$ cat src/rtl/reset_seq_pkg.sv
// Shared definitions for the PLL bring-up / staggered reset sequencer:
// state encoding, lock-loss counter width and a counter-width helper.
package reset_seq_pkg;

   typedef enum logic [1:0] {
      PLL_RST   = 2'd0,
      WAIT_LOCK = 2'd1,
      RELEASE   = 2'd2,
      RUN       = 2'd3
   } seq_state_t;

   localparam int               LLC_W   = 8;
   localparam logic [LLC_W-1:0] LLC_MAX = 8'hFF;

   // Width needed to count 0..n-1, never narrower than one bit.
   function automatic int cnt_width(input int n);
      return (n > 1) ? $clog2(n) : 1;
   endfunction

endpackage

$ cat src/rtl/reset_sequencer_sync_2ff.sv
// Single-bit two-flop synchroniser with synchronous clear, for any
// asynchronous level input entering the clk domain.
module sync_2ff (
   input  logic clk,
   input  logic rst,
   input  logic d_i,
   output logic q_o
);

   logic meta_q;
   logic sync_q;

   // Two back-to-back flops; the first may go metastable, the second settles it.
   always_ff @(posedge clk) begin
      if (rst) begin
         meta_q <= 1'b0;
         sync_q <= 1'b0;
      end else begin
         meta_q <= d_i;
         sync_q <= meta_q;
      end
   end

   assign q_o = sync_q;

endmodule

$ cat src/rtl/reset_sequencer.sv
// PLL reset / lock-debounce controller that releases NUM_DOMAINS downstream
// resets one after another and re-sequences on lock loss, timeout or request.
module reset_sequencer
   import reset_seq_pkg::*;
#(
   parameter int NUM_DOMAINS    = 4,
   parameter int PLL_RST_CYCLES = 8,
   parameter int LOCK_FILTER    = 16,
   parameter int LOCK_TIMEOUT   = 65536,
   parameter int STAGE_DELAY    = 256
) (
   input  logic                   clk,
   input  logic                   rst,
   input  logic                   pll_locked,
   input  logic                   sw_reset_req,
   output logic                   pll_rst,
   output logic [NUM_DOMAINS-1:0] domain_rst,
   output logic                   all_ready,
   output logic [1:0]             seq_state,
   output logic [LLC_W-1:0]       lock_loss_count
);

   localparam int PR_W   = cnt_width(PLL_RST_CYCLES);
   localparam int FILT_W = cnt_width(LOCK_FILTER);
   localparam int TO_W   = cnt_width(LOCK_TIMEOUT);
   localparam int ST_W   = cnt_width(STAGE_DELAY);
   localparam int IDX_W  = cnt_width(NUM_DOMAINS);

   localparam logic [PR_W-1:0]   PR_LAST   = PR_W'(PLL_RST_CYCLES - 1);
   localparam logic [FILT_W-1:0] FILT_LAST = FILT_W'(LOCK_FILTER - 1);
   localparam logic [TO_W-1:0]   TO_LAST   = TO_W'(LOCK_TIMEOUT - 1);
   localparam logic [ST_W-1:0]   ST_LAST   = ST_W'(STAGE_DELAY - 1);
   localparam logic [IDX_W-1:0]  IDX_LAST  = IDX_W'(NUM_DOMAINS - 1);

   seq_state_t             state_q, state_d;
   logic [PR_W-1:0]        pr_cnt_q, pr_cnt_d;
   logic [FILT_W-1:0]      filt_cnt_q, filt_cnt_d;
   logic [TO_W-1:0]        to_cnt_q, to_cnt_d;
   logic [ST_W-1:0]        stage_cnt_q, stage_cnt_d;
   logic [IDX_W-1:0]       idx_q, idx_d;
   logic                   pll_rst_q, pll_rst_d;
   logic [NUM_DOMAINS-1:0] domain_rst_q, domain_rst_d;
   logic                   all_ready_q, all_ready_d;
   logic [LLC_W-1:0]       llc_q, llc_d;

   logic lock_s;
   logic lock_lost_s;
   logic sw_req_s;

   sync_2ff u_lock_sync (
      .clk (clk),
      .rst (rst),
      .d_i (pll_locked),
      .q_o (lock_s)
   );

   // A request arriving during the PLL pulse must not stretch it, so it is masked there.
   assign sw_req_s    = sw_reset_req && (state_q != PLL_RST);
   assign lock_lost_s = ((state_q == RELEASE) || (state_q == RUN)) && !lock_s;

   // State, counter and output registers.
   always_ff @(posedge clk) begin
      if (rst) begin
         state_q      <= PLL_RST;
         pr_cnt_q     <= {PR_W{1'b0}};
         filt_cnt_q   <= {FILT_W{1'b0}};
         to_cnt_q     <= {TO_W{1'b0}};
         stage_cnt_q  <= {ST_W{1'b0}};
         idx_q        <= {IDX_W{1'b0}};
         pll_rst_q    <= 1'b1;
         domain_rst_q <= {NUM_DOMAINS{1'b1}};
         all_ready_q  <= 1'b0;
         llc_q        <= {LLC_W{1'b0}};
      end else begin
         state_q      <= state_d;
         pr_cnt_q     <= pr_cnt_d;
         filt_cnt_q   <= filt_cnt_d;
         to_cnt_q     <= to_cnt_d;
         stage_cnt_q  <= stage_cnt_d;
         idx_q        <= idx_d;
         pll_rst_q    <= pll_rst_d;
         domain_rst_q <= domain_rst_d;
         all_ready_q  <= all_ready_d;
         llc_q        <= llc_d;
      end
   end

   // Next-state: software request beats lock loss; a completing filter beats the timeout.
   always_comb begin
      state_d = state_q;
      case (state_q)
         PLL_RST: begin
            if (pr_cnt_q == PR_LAST) state_d = WAIT_LOCK;
            else                     state_d = PLL_RST;
         end
         WAIT_LOCK: begin
            if (sw_req_s)                                state_d = PLL_RST;
            else if (lock_s && (filt_cnt_q == FILT_LAST)) state_d = RELEASE;
            else if (to_cnt_q == TO_LAST)                state_d = PLL_RST;
            else                                         state_d = WAIT_LOCK;
         end
         RELEASE: begin
            if (sw_req_s)                                          state_d = PLL_RST;
            else if (lock_lost_s)                                  state_d = WAIT_LOCK;
            else if ((idx_q == IDX_LAST) && (stage_cnt_q == ST_LAST)) state_d = RUN;
            else                                                   state_d = RELEASE;
         end
         RUN: begin
            if (sw_req_s)         state_d = PLL_RST;
            else if (lock_lost_s) state_d = WAIT_LOCK;
            else                  state_d = RUN;
         end
         default: state_d = PLL_RST;
      endcase
   end

   // Counters and registered outputs, derived from the state being entered next.
   always_comb begin
      pr_cnt_d     = {PR_W{1'b0}};
      filt_cnt_d   = {FILT_W{1'b0}};
      to_cnt_d     = {TO_W{1'b0}};
      stage_cnt_d  = {ST_W{1'b0}};
      idx_d        = {IDX_W{1'b0}};
      pll_rst_d    = 1'b1;
      domain_rst_d = {NUM_DOMAINS{1'b1}};
      all_ready_d  = 1'b0;
      llc_d        = llc_q;

      // Counters only advance while the state holds; any transition leaves them cleared.
      if (state_d == state_q) begin
         case (state_q)
            PLL_RST: pr_cnt_d = pr_cnt_q + PR_W'(1);
            WAIT_LOCK: begin
               if (lock_s) filt_cnt_d = filt_cnt_q + FILT_W'(1);
               else        filt_cnt_d = {FILT_W{1'b0}};
               to_cnt_d = to_cnt_q + TO_W'(1);
            end
            RELEASE: begin
               if (stage_cnt_q == ST_LAST) begin
                  stage_cnt_d = {ST_W{1'b0}};
                  idx_d       = idx_q + IDX_W'(1);
               end else begin
                  stage_cnt_d = stage_cnt_q + ST_W'(1);
                  idx_d       = idx_q;
               end
            end
            default: idx_d = {IDX_W{1'b0}};
         endcase
      end else begin
         idx_d = {IDX_W{1'b0}};
      end

      case (state_d)
         PLL_RST: begin
            pll_rst_d    = 1'b1;
            domain_rst_d = {NUM_DOMAINS{1'b1}};
         end
         WAIT_LOCK: begin
            pll_rst_d    = 1'b0;
            domain_rst_d = {NUM_DOMAINS{1'b1}};
         end
         RELEASE: begin
            pll_rst_d = 1'b0;
            if (state_q != RELEASE) begin
               domain_rst_d    = {NUM_DOMAINS{1'b1}};
               domain_rst_d[0] = 1'b0;
            end else if (stage_cnt_q == ST_LAST) begin
               domain_rst_d = domain_rst_q;
               for (int k = 1; k < NUM_DOMAINS; k++) begin
                  if (k == int'(idx_q) + 1) domain_rst_d[k] = 1'b0;
                  else                      domain_rst_d[k] = domain_rst_q[k];
               end
            end else begin
               domain_rst_d = domain_rst_q;
            end
         end
         RUN: begin
            pll_rst_d    = 1'b0;
            domain_rst_d = {NUM_DOMAINS{1'b0}};
            all_ready_d  = 1'b1;
         end
         default: begin
            pll_rst_d    = 1'b1;
            domain_rst_d = {NUM_DOMAINS{1'b1}};
         end
      endcase

      if (lock_lost_s && !sw_req_s && (llc_q != LLC_MAX)) llc_d = llc_q + 8'd1;
      else                                               llc_d = llc_q;
   end

   assign pll_rst         = pll_rst_q;
   assign domain_rst      = domain_rst_q;
   assign all_ready       = all_ready_q;
   assign seq_state       = state_q;
   assign lock_loss_count = llc_q;

endmodule

$ cat config.mk
export PLATFORM = sky130hd
export DESIGN_NAME = reset_sequencer
export DESIGN_NICKNAME = d
export VERILOG_FILES = /design/src/rtl/reset_seq_pkg.sv /design/src/rtl/reset_sequencer_sync_2ff.sv /design/src/rtl/reset_sequencer.sv
export SDC_FILE = /design/constraint.sdc
export NUM_CORES = 1
export LEC_CHECK = 0
export CAP_MARGIN = 15
export CORE_MARGIN = 2
export CORE_UTILIZATION = 56
export DETAILED_ROUTE_END_ITERATION = 10
export GPL_TIMING_DRIVEN = 0
export PLACE_DENSITY = 0.87
export SLEW_MARGIN = 20
export SYNTH_ARGS = -nofsm -noshare
export SYNTH_HDL_FRONTEND = slang
export SYNTH_SLANG_ARGS = --single-unit
$ cat constraint.sdc
create_clock -name clk -period 2.6 [get_ports clk]
set_clock_uncertainty 0.15 [all_clocks]
set_input_delay 0.78 -clock clk [delete_from_list [all_inputs] [get_ports clk]]
set_output_delay 0.78 -clock clk [all_outputs]
set_load 0.01 [all_outputs]
==> impl_metrics.tcl <==
set metrics [dict create \
    outcome "completed" \
    grt_max_degree 15 \
    postCtsSetupBuffers 0 \
    r2r-start "filt_cnt_q[0]$_SDFF_PP0_" \
    cp.arrival_ns 2.56 \
    grt.total_usage_pct 19.5 \
    cts_tree "built" \
    seq_area_frac_synth_pct 46.5 \
    cp-end-kind "flip-flop" \
    slew_headroom_pct 68.1 \
    period_share_pct 95.7 \
    critical_path.max_fanout 6 \
    core_sq_um 3720 \
    dp_hpwl_microns 2740 \
    peakVddDrop_mv 0.357 \
    avgSynthCellArea_sq_um 9.18 \
    grt_antenna_before_repair 0 \
    port_buffers 19 \
    maxCapViolCount 0 \
    ys_warn_count 0 \
    synth_compound_area_share_pct 7.24 \
    timing_worst_slew_pin_value_ns 0.476 \
    synthCells 239 \
    dieArea_sq_um 4440 \
    yosysTopAreaCellShare_pct 46.5 \
    synth-edff-count 0 \
    ys_ff_latch 51 \
    p_leak_nw 0.857 \
    yosysTopAreaCell "dfxtp_1" \
    max_clock_freq_mhz 402 \
    worst_hold_path_type "flip-flop to flip-flop" \
    synth.mux.area_fraction_pct 0.456 \
    rsz0062_at_grt "no" \
    fin_nets 279 \
    vias 1663 \
    final_util_pct 68.7 \
    syn-num-nets 253 \
    routedWlPerCell_microns 12.2 \
    finalHoldViolCount 0 \
    gp_congestion 0.737 \
    hp-start "pr_cnt_q[0]$_SDFF_PP0_" \
    drc 0 \
    dr.pass1.iters 5 \
    synth_top_family_by_area "simple AND/OR/NAND/NOR gates" \
    antenna_cells 0 \
    via_per_inst 5.31 \
    dr.first_iter.drc_count 114 \
    start_kind "input pin" \
    seqCellArea_sq_um 1020 \
    synthSimpleGateAreaFrac_pct 26.3 \
    postPlaceCellArea_sq_um 2440 \
    synth_flop_cell "dfxtp_1" \
    power.density_nw_per_um2 517 \
    synthDistinctLibCells 38 \
    grt_remaining_overflow 0 \
    syn2layout_area_growth_pct 16.4 \
    grt_pass1_vias 1595 \
    cts-root-buf "clkbuf_8" \
    finalInstanceArea_sq_um 2550 \
    synthTopCellsByArea "dfxtp_1 47%, xnor2_1 7.2%, nor2_1 6.3%" \
    io_pins 20 \
    fillers 292 \
    path_class "input pin to flip-flop" \
    clk_pin_slew_ns 0.08 \
    clk_latency_ns 0.30 \
    grt_pass1_wl_microns 6670 \
    die_w_microns 66.6 \
    synthArstFlopShare_pct 0 \
    synthAdderAreaFrac_pct 5.70 \
    cts_buffer_depth 2 \
    cts_buffers 5 \
    drtAntennaViolNets 0 \
    rows 22 \
    synth.most_common_cell "dfxtp_1" \
    drv_slew 0 \
    fin_crit_ns 2.49 \
    multi_input_area_sq_um 1110 \
    setup_viol 0 \
    cts_num_sinks 51 \
    syn-cell-area_sq_um 2190 \
    synth_common_cells "51 x dfxtp_1, 37 x nor2_1, 18 x nand2_1, 18 x xnor2_1, 14 x nand3_1" \
    h-tree-depth 2 \
    start_util_pct 59.1 \
    drive_gt1_share_pct 7.17 \
    crit_start "sw_reset_req" \
    die_h_microns 66.6 \
    required_ns 2.68 \
    synth_xor_area_share_pct 10.8 \
    routed_wl_microns 3810 \
]
==> per-stage QoR <==
| step | total power, mW | setup TNS, ns | instances | worst slack [ns] | hold slack (ns) |
|---|---|---|---|---|---|
| 3_3_place_gp | 0.827 | -0.595 | 306 | -0.154 | 0.259 |
| 6_report | 1.32 | 0 | 313 | 0.113 | 0.280 |
| 5_1_grt | 1.37 | 0 | 313 | 0.0143 | 0.314 |
| 4_1_cts | 1.33 | 0 | 313 | 0.0931 | 0.288 |
| 3_5_place_dp | 0.828 | -0.939 | 306 | -0.223 | 0.275 |
| 2_1_floorplan | 0.817 | 0 | 239 | 0.544 | 0.248 |
==> timing repair <==
| action | in CTS | in global routing |
|---|---|---|
| resized for setup | 0 | 1 |
| setup endpoints to repair | 0 | 2 |
| hold buffers | 0 | 0 |
==> kinds of logic after synthesis <==
logic type                 Yosys count
muxes                                1
xor gates and xnor gates            27
AOI/OAI and AO/OA                   22
buffers and inverters               13
and+or+nand+nor                    115
DFF                                 51
adders and majority gates           10
==> registers in the layout, indices dropped and copies added (netlist names) <==
| name | count |
|---|---|
| all_ready | 1 |
| domain_rst | 4 |
| filt_cnt_q | 4 |
| idx_q | 2 |
| lock_loss_count | 8 |
| pll_rst | 1 |
| pr_cnt_q | 3 |
| seq_state | 2 |
| stage_cnt_q | 8 |
| to_cnt_q | 16 |
| u_lock_sync.meta_q | 1 |
| u_lock_sync.q_o | 1 |
==> placed cells by master (no fill, tap or decap), drive strengths merged, types with 2 or more instances in the layout <==
cell and n:
o211ai 3, ha 10, and3 6, nand4 4, xor2 9, and2 4, clkdlybuf4s50 19, nor2b 4
dfxtp 51, xnor2 18, inv 6, nor3b 3, nor3 11, nand3 14, nand2 18, o31ai 2
a31o 3, nand2b 2, nor2 37, clkbuf 9, buf 4, or4 3, nor4 5, a21oi 6
nand3b 2, o21ai 2
==> worst paths after layout <==
| path | end | slack (ns) | cells after the start |
|---|---|---|---|
| setup / recovery | lock_loss_count[5]$_SDFFE_PP0P_ | 0.11 | 5 |
| hold / removal | pr_cnt_q[0]$_SDFF_PP0_ | 0.28 | 1 |
| setup reg to reg | filt_cnt_q[2]$_SDFF_PP0_ | 0.48 | 6 |
| hold reg to reg | pr_cnt_q[0]$_SDFF_PP0_ | 0.28 | 1 |
==> worst max-delay path, stage by stage <==
cell and delay [ns]:
clkdlybuf4s50_1 0.53, nor3b_4 0.32, o21ai_1 0.25, or4_1 0.52
a21oi_1 0.16
==> layout make-up <==
cell class	instances	area share, %
Buffer	7	1.71
Clock buffer	6	2.84
Clock inverter	1	1.18
Inverter	6	0.882
Multi-Input combinational cell	175	43.6
Sequential cell	51	40.0
Tap cell	48	2.35
Timing Repair Buffer	19	7.45
==> routing by layer <==
metal | vias up | part of all wire (%) | track usage (%)
met5 | - | 0 | 0
met4 | 0 | 0.45 | 4.85
met3 | 2 | 3.7 | 6.59
met2 | 29 | 48 | 32.9
met1 | 763 | 48 | 23.8
li1 | 869 | - | -
==> power by group <==
group | internal (mW) | switching (mW)
Combinational | 0.0102 | 0.0115
Sequential | 0.786 | 0.00205
Clock | 0.282 | 0.230
Note: power is estimated with default switching activity, not from simulation.
